File: src/rtl/scr1_dmi_arb_pkg.sv
// Shared definitions for the DMI arbiter.
// Contents: DMI address/data widths, the number of arbitrated ports,
// the default timeout length, the arbiter FSM state type, and a helper
// that turns a port index into a one-hot port vector.
package scr1_dmi_arb_pkg;

  localparam int SCR1_DBG_DMI_ADDR_WIDTH  = 7;
  localparam int SCR1_DBG_DMI_DATA_WIDTH  = 32;
  localparam int SCR1_DBG_DMI_ARB_PORTS   = 2;
  localparam int SCR1_DBG_DMI_ARB_TMO_CYC = 255;

  typedef enum logic [1:0] {
    IDLE   = 2'd0,
    ACCESS = 2'd1,
    DONE   = 2'd2
  } type_scr1_dmi_arb_fsm_e;

  function automatic logic [SCR1_DBG_DMI_ARB_PORTS-1:0] port_onehot(input logic idx);
    return idx ? 2'b10 : 2'b01;
  endfunction

endpackage

File: src/rtl/scr1_dmi_arb_rr.sv
// Two-way round-robin grant.
// Ports:
//   clk, rst  - clock, synchronous active-high reset (pointer -> port 0)
//   req_i     - request vector
//   upd_i     - advance the pointer past the current grant
//   gnt_o     - one-hot grant (combinational), 0 when no request
module scr1_dmi_arb_rr
  import scr1_dmi_arb_pkg::*;
(
  input  logic                              clk,
  input  logic                              rst,
  input  logic [SCR1_DBG_DMI_ARB_PORTS-1:0] req_i,
  input  logic                              upd_i,
  output logic [SCR1_DBG_DMI_ARB_PORTS-1:0] gnt_o
);

  // ptr_q names the port preferred when both request.
  logic ptr_q;
  logic ptr_d;

  always_comb begin
    gnt_o = req_i;
    if (&req_i) begin
      gnt_o = port_onehot(ptr_q);
    end
  end

  // After a grant the other port becomes preferred.
  assign ptr_d = (upd_i && (|gnt_o)) ? ~gnt_o[1] : ptr_q;

  always_ff @(posedge clk) begin
    if (rst) begin
      ptr_q <= 1'b0;
    end else begin
      ptr_q <= ptr_d;
    end
  end

endmodule

File: src/rtl/scr1_dmi_arb.sv
// Two-port arbiter/sequencer in front of the Debug Module DMI slave.
// Port 0 is the JTAG DTM, port 1 the system-side debug access port.
// One access is in flight at a time; dm_req is held until dm_resp or
// until the timeout aborts the access with rq_err = 1.
// Ports:
//   clk, rst             - clock, synchronous active-high reset
//   rq_req/wr/addr/wdata - per-port request (port i at [i*W +: W])
//   rq_ack               - one-hot accept pulse (same cycle as grant)
//   rq_resp              - one-hot completion pulse
//   rq_err, rq_rdata     - completion status / read data, held between pulses
//   dm_req/wr/addr/wdata - DMI request to the DM, registered
//   dm_resp, dm_rdata    - DM response and read data
module scr1_dmi_arb
  import scr1_dmi_arb_pkg::*;
#(
  parameter int ADDR_W  = SCR1_DBG_DMI_ADDR_WIDTH,
  parameter int DATA_W  = SCR1_DBG_DMI_DATA_WIDTH,
  parameter int TMO_CYC = SCR1_DBG_DMI_ARB_TMO_CYC
) (
  input  logic                                     clk,
  input  logic                                     rst,
  input  logic [SCR1_DBG_DMI_ARB_PORTS-1:0]        rq_req,
  input  logic [SCR1_DBG_DMI_ARB_PORTS-1:0]        rq_wr,
  input  logic [SCR1_DBG_DMI_ARB_PORTS*ADDR_W-1:0] rq_addr,
  input  logic [SCR1_DBG_DMI_ARB_PORTS*DATA_W-1:0] rq_wdata,
  output logic [SCR1_DBG_DMI_ARB_PORTS-1:0]        rq_ack,
  output logic [SCR1_DBG_DMI_ARB_PORTS-1:0]        rq_resp,
  output logic                                     rq_err,
  output logic [DATA_W-1:0]                        rq_rdata,
  output logic                                     dm_req,
  output logic                                     dm_wr,
  output logic [ADDR_W-1:0]                        dm_addr,
  output logic [DATA_W-1:0]                        dm_wdata,
  input  logic                                     dm_resp,
  input  logic [DATA_W-1:0]                        dm_rdata
);

  localparam logic [15:0] TMO_LAST = 16'(TMO_CYC - 1);

  type_scr1_dmi_arb_fsm_e state_q, state_d;
  logic                   owner_q, owner_d;
  logic [15:0]            cnt_q, cnt_d;
  logic                   cmd_wr_q, cmd_wr_d;
  logic [ADDR_W-1:0]      cmd_addr_q, cmd_addr_d;
  logic [DATA_W-1:0]      cmd_wdata_q, cmd_wdata_d;
  logic [DATA_W-1:0]      rdata_q, rdata_d;
  logic                   err_q, err_d;

  logic [SCR1_DBG_DMI_ARB_PORTS-1:0] gnt;
  logic [SCR1_DBG_DMI_ARB_PORTS-1:0] ack_c;
  logic                              rr_upd;

  // Requests are only looked at in IDLE, so the arbiter sees nothing otherwise.
  scr1_dmi_arb_rr u_rr (
    .clk   (clk),
    .rst   (rst),
    .req_i (rq_req & {SCR1_DBG_DMI_ARB_PORTS{state_q == IDLE}}),
    .upd_i (rr_upd),
    .gnt_o (gnt)
  );

  always_comb begin
    state_d     = state_q;
    owner_d     = owner_q;
    cnt_d       = cnt_q;
    cmd_wr_d    = cmd_wr_q;
    cmd_addr_d  = cmd_addr_q;
    cmd_wdata_d = cmd_wdata_q;
    rdata_d     = rdata_q;
    err_d       = err_q;
    ack_c       = '0;
    rr_upd      = 1'b0;
    case (state_q)
      IDLE: begin
        if (|gnt) begin
          ack_c       = gnt;
          rr_upd      = 1'b1;
          owner_d     = gnt[1];
          cmd_wr_d    = gnt[1] ? rq_wr[1] : rq_wr[0];
          cmd_addr_d  = gnt[1] ? rq_addr[ADDR_W +: ADDR_W] : rq_addr[0 +: ADDR_W];
          cmd_wdata_d = gnt[1] ? rq_wdata[DATA_W +: DATA_W] : rq_wdata[0 +: DATA_W];
          cnt_d       = '0;
          state_d     = ACCESS;
        end
      end
      ACCESS: begin
        cnt_d = cnt_q + 16'd1;
        // A response in the last timeout cycle still counts as success.
        if (dm_resp) begin
          rdata_d = cmd_wr_q ? '0 : dm_rdata;
          err_d   = 1'b0;
          state_d = DONE;
        end else if (cnt_q == TMO_LAST) begin
          rdata_d = '0;
          err_d   = 1'b1;
          state_d = DONE;
        end
      end
      DONE: begin
        cnt_d   = '0;
        state_d = IDLE;
      end
      default: state_d = IDLE;
    endcase
  end

  always_ff @(posedge clk) begin
    if (rst) begin
      state_q     <= IDLE;
      owner_q     <= 1'b0;
      cnt_q       <= '0;
      cmd_wr_q    <= 1'b0;
      cmd_addr_q  <= '0;
      cmd_wdata_q <= '0;
      rdata_q     <= '0;
      err_q       <= 1'b0;
    end else begin
      state_q     <= state_d;
      owner_q     <= owner_d;
      cnt_q       <= cnt_d;
      cmd_wr_q    <= cmd_wr_d;
      cmd_addr_q  <= cmd_addr_d;
      cmd_wdata_q <= cmd_wdata_d;
      rdata_q     <= rdata_d;
      err_q       <= err_d;
    end
  end

  // Grant decision is combinational; keep it quiet while reset is applied.
  assign rq_ack   = ack_c & {SCR1_DBG_DMI_ARB_PORTS{~rst}};
  assign rq_resp  = (state_q == DONE) ? port_onehot(owner_q) : '0;
  assign rq_err   = err_q;
  assign rq_rdata = rdata_q;
  assign dm_req   = (state_q == ACCESS);
  assign dm_wr    = cmd_wr_q;
  assign dm_addr  = cmd_addr_q;
  assign dm_wdata = cmd_wdata_q;

endmodule

File: config.mk
export PLATFORM = sky130hd
export DESIGN_NAME = scr1_dmi_arb
export DESIGN_NICKNAME = d
export VERILOG_FILES = /design/src/rtl/scr1_dmi_arb_pkg.sv /design/src/rtl/scr1_dmi_arb_rr.sv /design/src/rtl/scr1_dmi_arb.sv
export SDC_FILE = /design/constraint.sdc
export NUM_CORES = 1
export LEC_CHECK = 0
export ABC_AREA = 1
export BUFFER_PORTS_ARGS = -buffer_cell sky130_fd_sc_hd__buf_2
export CORE_ASPECT_RATIO = 2
export CORE_MARGIN = 2
export CORE_UTILIZATION = 30
export DETAILED_ROUTE_END_ITERATION = 6
export PLACE_DENSITY = 0.67
export SYNTH_ARGS = -nofsm -noshare
export SYNTH_HDL_FRONTEND = slang
export SYNTH_SLANG_ARGS = --single-unit
File: constraint.sdc
create_clock -name clk -period 1.2 [get_ports clk]
set_input_delay 0.18 -clock clk [delete_from_list [all_inputs] [get_ports clk]]
set_output_delay 0.18 -clock clk [all_outputs]
set_load 0.005 [all_outputs]
Yosys cells after proc, flatten, opt, wreduce, memory -nomap -nowiden. Cells that the tools add are included.

Word-level logic and storage cells: 51. Register bits: 93. Bits of input ports: 117.

Equal/unequal tests: 5. Add/sub/neg operators: 1. Reduce and logical (&&, ||, !) cells: 10. Bitwise gates (word level): 4. Mux-type cells: 22.

Operators with widths (number): $mux W32 (4); $pmux W16 S3 (1); $mux W2 (9); $add A16 B1 Y16 const B (1); $eq A16 B8 Y1 const B (1); $mux W16 (1); $reduce_and A2 Y1 (5); $mux W7 (1); $mux W1 (5); $and A2 B2 Y2 (2); $pmux W2 S2 (1); $ne A3 B1 Y1 const B (1); $reduce_bool A3 Y1 (1); $eq A2 B1 Y1 const B (1); $eq A2 B2 Y1 const B (1); $logic_not A2 Y1 (1); $ne A2 B1 Y1 const B (1); $not A1 Y1 (2); $reduce_bool A2 Y1 (1); $reduce_or A2 Y1 (1); $logic_and A1 B1 Y1 (1).

Logic depth before layout (Yosys ltp).
Depth in word-level cells: 8. Mapped depth: 11. Gate-level depth less buffers: 9.

By module. From an unflattened synthesis, not the netlist that was laid out.

Cells, all modules: 677. Area, all modules: 4530.6 um^2.

By module, submodules not included: scr1_dmi_arb (area each 4463.0 um^2, instances 1, cells each 667, sequential area each 1841.8 um^2); scr1_dmi_arb_rr (area each 67.6 um^2, instances 1, cells each 10, sequential area each 20.0 um^2).

Worst setup path after synthesis. No wires, ideal clock.

Kind: flip-flop to flip-flop. Start point: register cnt_q[0]. End point: register rdata_q[23] (netlist: rq_rdata[23]). Path slack: -77 ps. Buffers on the path: 1. Data arrival time: 1163 ps. Library setup time: 114 ps. Stages on the path, launching flop included: 11. Cells stage by stage: dfxtp_1 > inv_1 > ha_1 > nand3_1 > nor2_2 > nand2_2 > nand2_4 > nand2_4 > buf_6 > nand2_1 > nand2_1.

Longest elaborated chain between the ends: 3.

Ends and longest elaborated chain: start: declaration (RTL line scr1_dmi_arb.sv:42) `logic [15:0] cnt_q, cnt_d;`; start signal: assignment (RTL line scr1_dmi_arb.sv:120) `cnt_q <= cnt_d;`; $eq A16 B8 Y1 (RTL line scr1_dmi_arb.sv:93) `end else if (cnt_q == TMO_LAST) begin`; $reduce_bool A2 Y1 (no source line); $reduce_and A2 Y1 (no source line); end signal: assignment (RTL line scr1_dmi_arb.sv:124) `rdata_q <= rdata_d;`; end: declaration (RTL line scr1_dmi_arb.sv:46) `logic [DATA_W-1:0] rdata_q, rdata_d;`.

Every way passes these cells. A chain may end at the register's enable or synchronous reset.

Final worst setup path.
Start point: register state_q[1]. End point: output port rq_ack[1].

Longest elaborated chain between the ends: 8.

Ends and longest elaborated chain: start: declaration (RTL line scr1_dmi_arb.sv:40) `type_scr1_dmi_arb_fsm_e state_q, state_d;`; start signal: assignment (RTL line scr1_dmi_arb.sv:118) `state_q <= state_d;`; $logic_not A2 Y1 (*) (RTL line scr1_dmi_arb.sv:57, scr1_dmi_arb.sv:73); $and A2 B2 Y2 (RTL line scr1_dmi_arb.sv:57) `.req_i (rq_req & {SCR1_DBG_DMI_ARB_PORTS{state_q == IDLE}}),`; $reduce_and A2 Y1 (RTL line scr1_dmi_arb_rr.sv:23) `if (&req_i) begin`; $mux W2 (RTL line scr1_dmi_arb_rr.sv:23); $reduce_or A2 Y1 (RTL line scr1_dmi_arb.sv:75) `if (|gnt) begin`; $mux W2 (RTL line scr1_dmi_arb.sv:75); $mux W2 (*) (RTL line scr1_dmi_arb.sv:73) `case (state_q)`; $and A2 B2 Y2 (*) (RTL line scr1_dmi_arb.sv:130) `assign rq_ack = ack_c & {SCR1_DBG_DMI_ARB_PORTS{~rst}};`; end: declaration (RTL line scr1_dmi_arb.sv:26) `output logic [SCR1_DBG_DMI_ARB_PORTS-1:0] rq_ack,`.

Mark *: on every way between the ends. The rest lies on a longest branch, timed or not.

==> impl_metrics.env <==
export IMPL_status="finished with violations"
export IMPL_violations="negative setup slack"
export IMPL_syn2layout_area_growth_pct=53.1
export IMPL_cts_buffer_depth=2
export IMPL_fill_cells=1708
export IMPL_fin_area_mm2=0.00766
export IMPL_synth_edff_count=0
export IMPL_n_antenna_cell=0
export IMPL_reg2reg_from="cnt_q[0]"
export IMPL_synth_warnings=0
export IMPL_drt_total_wl_um=16900
export IMPL_syn_avg_cell_area_um2=6.12
export IMPL_io_pins=195
export IMPL_yosys_area_top_type="dfxtp_1"
export IMPL_drv_slew=0
export IMPL_critPathKind="flip-flop to output port"
export IMPL_setup_viol=96
export IMPL_fin_skew_ps=12.3
export IMPL_clk_latency_ps=350
export IMPL_drive_gt1_share_pct=36.1
export IMPL_ff2ff_setup_slack_ps=-200
export IMPL_max_freq_ghz=0.680
export IMPL_power_ir_vdd_worst_mv=0.598
export IMPL_cts_max_level=3
export IMPL_hp_start="rq_wdata[51]"
export IMPL_fin_setup_tns_ps=-14670
export IMPL_ys_seq_area_share_pct=37.2
export IMPL_vias_per_cell=4.49
export IMPL_grt_max_degree=46
export IMPL_ctsHoldBuffers=0
export IMPL_multi_input_area_mm2=0.00254
export IMPL_start_util_pct=30.7
export IMPL_endpoint_kind="output port"
export IMPL_worstHoldEndpoint="dm_wdata[19]"
export IMPL_synth_area_top_cells="dfxtp_1, nand2_1, inv_1, nor2_1, a21oi_1"
export IMPL_synth_top_area_share_pct=37.2
export IMPL_die_h_um=187
export IMPL_holdCritPathClass="primary input to flip-flop"
export IMPL_finalPower_uw=8340
export IMPL_worst_pin_slew_ps=494
export IMPL_finalWeightedCongestion=0.897
export IMPL_final_nets=1177
export IMPL_synth_top_flop_cell="dfxtp_1"
export IMPL_fin_crit_ps=1470
export IMPL_cap_violations=0
export IMPL_grtUsageTotal_pct=17.8
export IMPL_num_rows=66
export IMPL_seq_area_mm2=0.00188
export IMPL_fin_crit_sh_pct=123
export IMPL_required_ps=1020
export IMPL_async_flop_share_pct=0
export IMPL_vias=5692
export IMPL_grt_pass1_vias=5289
export IMPL_start_kind="flip-flop"
export IMPL_netlist_area_mm2=0.00500
export IMPL_drt_first_iter_violations=198
export IMPL_ys_seq_elements=93
export IMPL_cts_buffers=9
export IMPL_wl_per_cell_um=13.3
export IMPL_numPlacedInstances=1216
export IMPL_final_common_cell="buf_2"
export IMPL_setup_slack_ps=-271
export IMPL_reg2reg_depth=10
export IMPL_synth_distinct_cells=33
export IMPL_tritoncts="done"
export IMPL_hold_viol=0
export IMPL_ant_nets=0
export IMPL_r2r_end="rq_rdata[1]"
export IMPL_rsz0062_at_grt="true"
export IMPL_fp_dieW_um=95.3
export IMPL_syn_num_nets=936
export IMPL_antenna_found_initial=0
export IMPL_layout_cells_non_filler=1267
export IMPL_dr_pass1_iters=4
export IMPL_cts_sinks=93
export IMPL_power_density_mw_per_mm2=1090
export IMPL_placed_area_mm2=0.00651
export IMPL_drc=0
export IMPL_dieArea_mm2=0.0178
export IMPL_clock_root_buffer="clkbuf_16"
export IMPL_coreArea_mm2=0.0163
export IMPL_slew_headroom_pct=67.0
export IMPL_grt_overflow_total=0
export IMPL_port_buffers=194
export IMPL_leakagePower_uw=0.00420
export IMPL_clk_pin_slew_ps=70
export IMPL_final_cell_mix="buf_2, nand2_1, inv_1"
export IMPL_crit_path_max_fanout=3
export IMPL_hpwl_um=11100
export IMPL_hold_path_cell_count=5
export IMPL_grt_first_pass_wirelength_um=24900
export IMPL_synthCells=817
export IMPL_crit_arrival_ps=1290
## registers in the layout, indices dropped and copies added, names as in the netlist
name	cells
u_rr.ptr_q	1
dm_wr	1
rq_err	1
owner_q	1
dm_wdata	32
rq_rdata	32
dm_addr	7
state_q	2
cnt_q	16
## Yosys cell counts, types with 5 or more instances
cell type,instances
a21oi_1,54
buf_1,5
buf_2,15
buf_4,9
clkbuf_1,11
dfxtp_1,93
inv_1,171
nand2_1,230
nand3_1,13
nand4_1,34
nor2_1,96
o21ai_0,14
o21ai_1,40
## layout make-up
type	count	area share, %
Clock inverter	6	0.604
Sequential cell	93	24.6
Inverter	176	8.79
Timing Repair Buffer	273	26.5
Tap cell	204	3.33
Multi-Input combinational cell	505	33.2
Clock buffer	10	2.99
## where the power goes
group / total (uW) / switching (uW) / internal [uW]
Sequential: 3400 / 110 / 3290
Clock: 2740 / 1320 / 1430
Combinational: 2190 / 1140 / 1060
## cells by family after synthesis
kind of cell / share of synthesized area (%)
AO/OA/AOI/OAI: 11.9
XOR/XNOR: 0.175
adder cells (fa/ha/maj): 0.500
buffers and inverters: 18.3
flip-flops: 37.2
AND/OR/NAND/NOR: 32.0
## worst max-delay path, stage by stage, from the launching register on
cell and delay, ps:
dfxtp_4 360, nor2_4 150, nand3_4 110, buf_8 130, nor2_1 60, buf_2 120
## layer usage
metal  up-vias  GRT usage (%)  routed length [um]
met5         -              0                   0
met4         0           7.92                 473
met3        29           3.07                 640
met2       134           34.0                9630
met1      2582           18.1                6160
li1       2947              -                   -
## what timing repair did
| action | 4_1_cts | 5_1_grt |
|---|---|---|
| gates cloned | 9 | 11 |
| setup buffers | 15 | 3 |
| gates resized for setup | 81 | 53 |
| setup endpoints to repair | 94 | 98 |
| pin swaps | 34 | 30 |
## worst max-delay path by stage
stage / from / end / slack (ps) / cells after the start
detailed placement: cnt_q[1] / cnt_q[10] / -200 / 6
global placement: cnt_q[1] / cnt_q[10] / -190 / 6
CTS: state_q[1] / rq_ack[1] / -280 / 5
finish: state_q[1] / rq_ack[1] / -270 / 5
floorplan: cnt_q[4] / rq_rdata[23] / -40 / 11
global route: state_q[0] / rq_ack[1] / -330 / 5
## stage by stage
step | hold slack (ps) | setup WS (ps) | utilization, %
2_1_floorplan | 341 | -37.0 | -
3_3_place_gp | 454 | -192 | 40.0
3_5_place_dp | 462 | -200 | 40.0
4_1_cts | 88.8 | -280 | 45.3
5_1_grt | 114 | -327 | 47.1
6_report | 102 | -271 | 47.1
(Power assumes the default switching activity.)
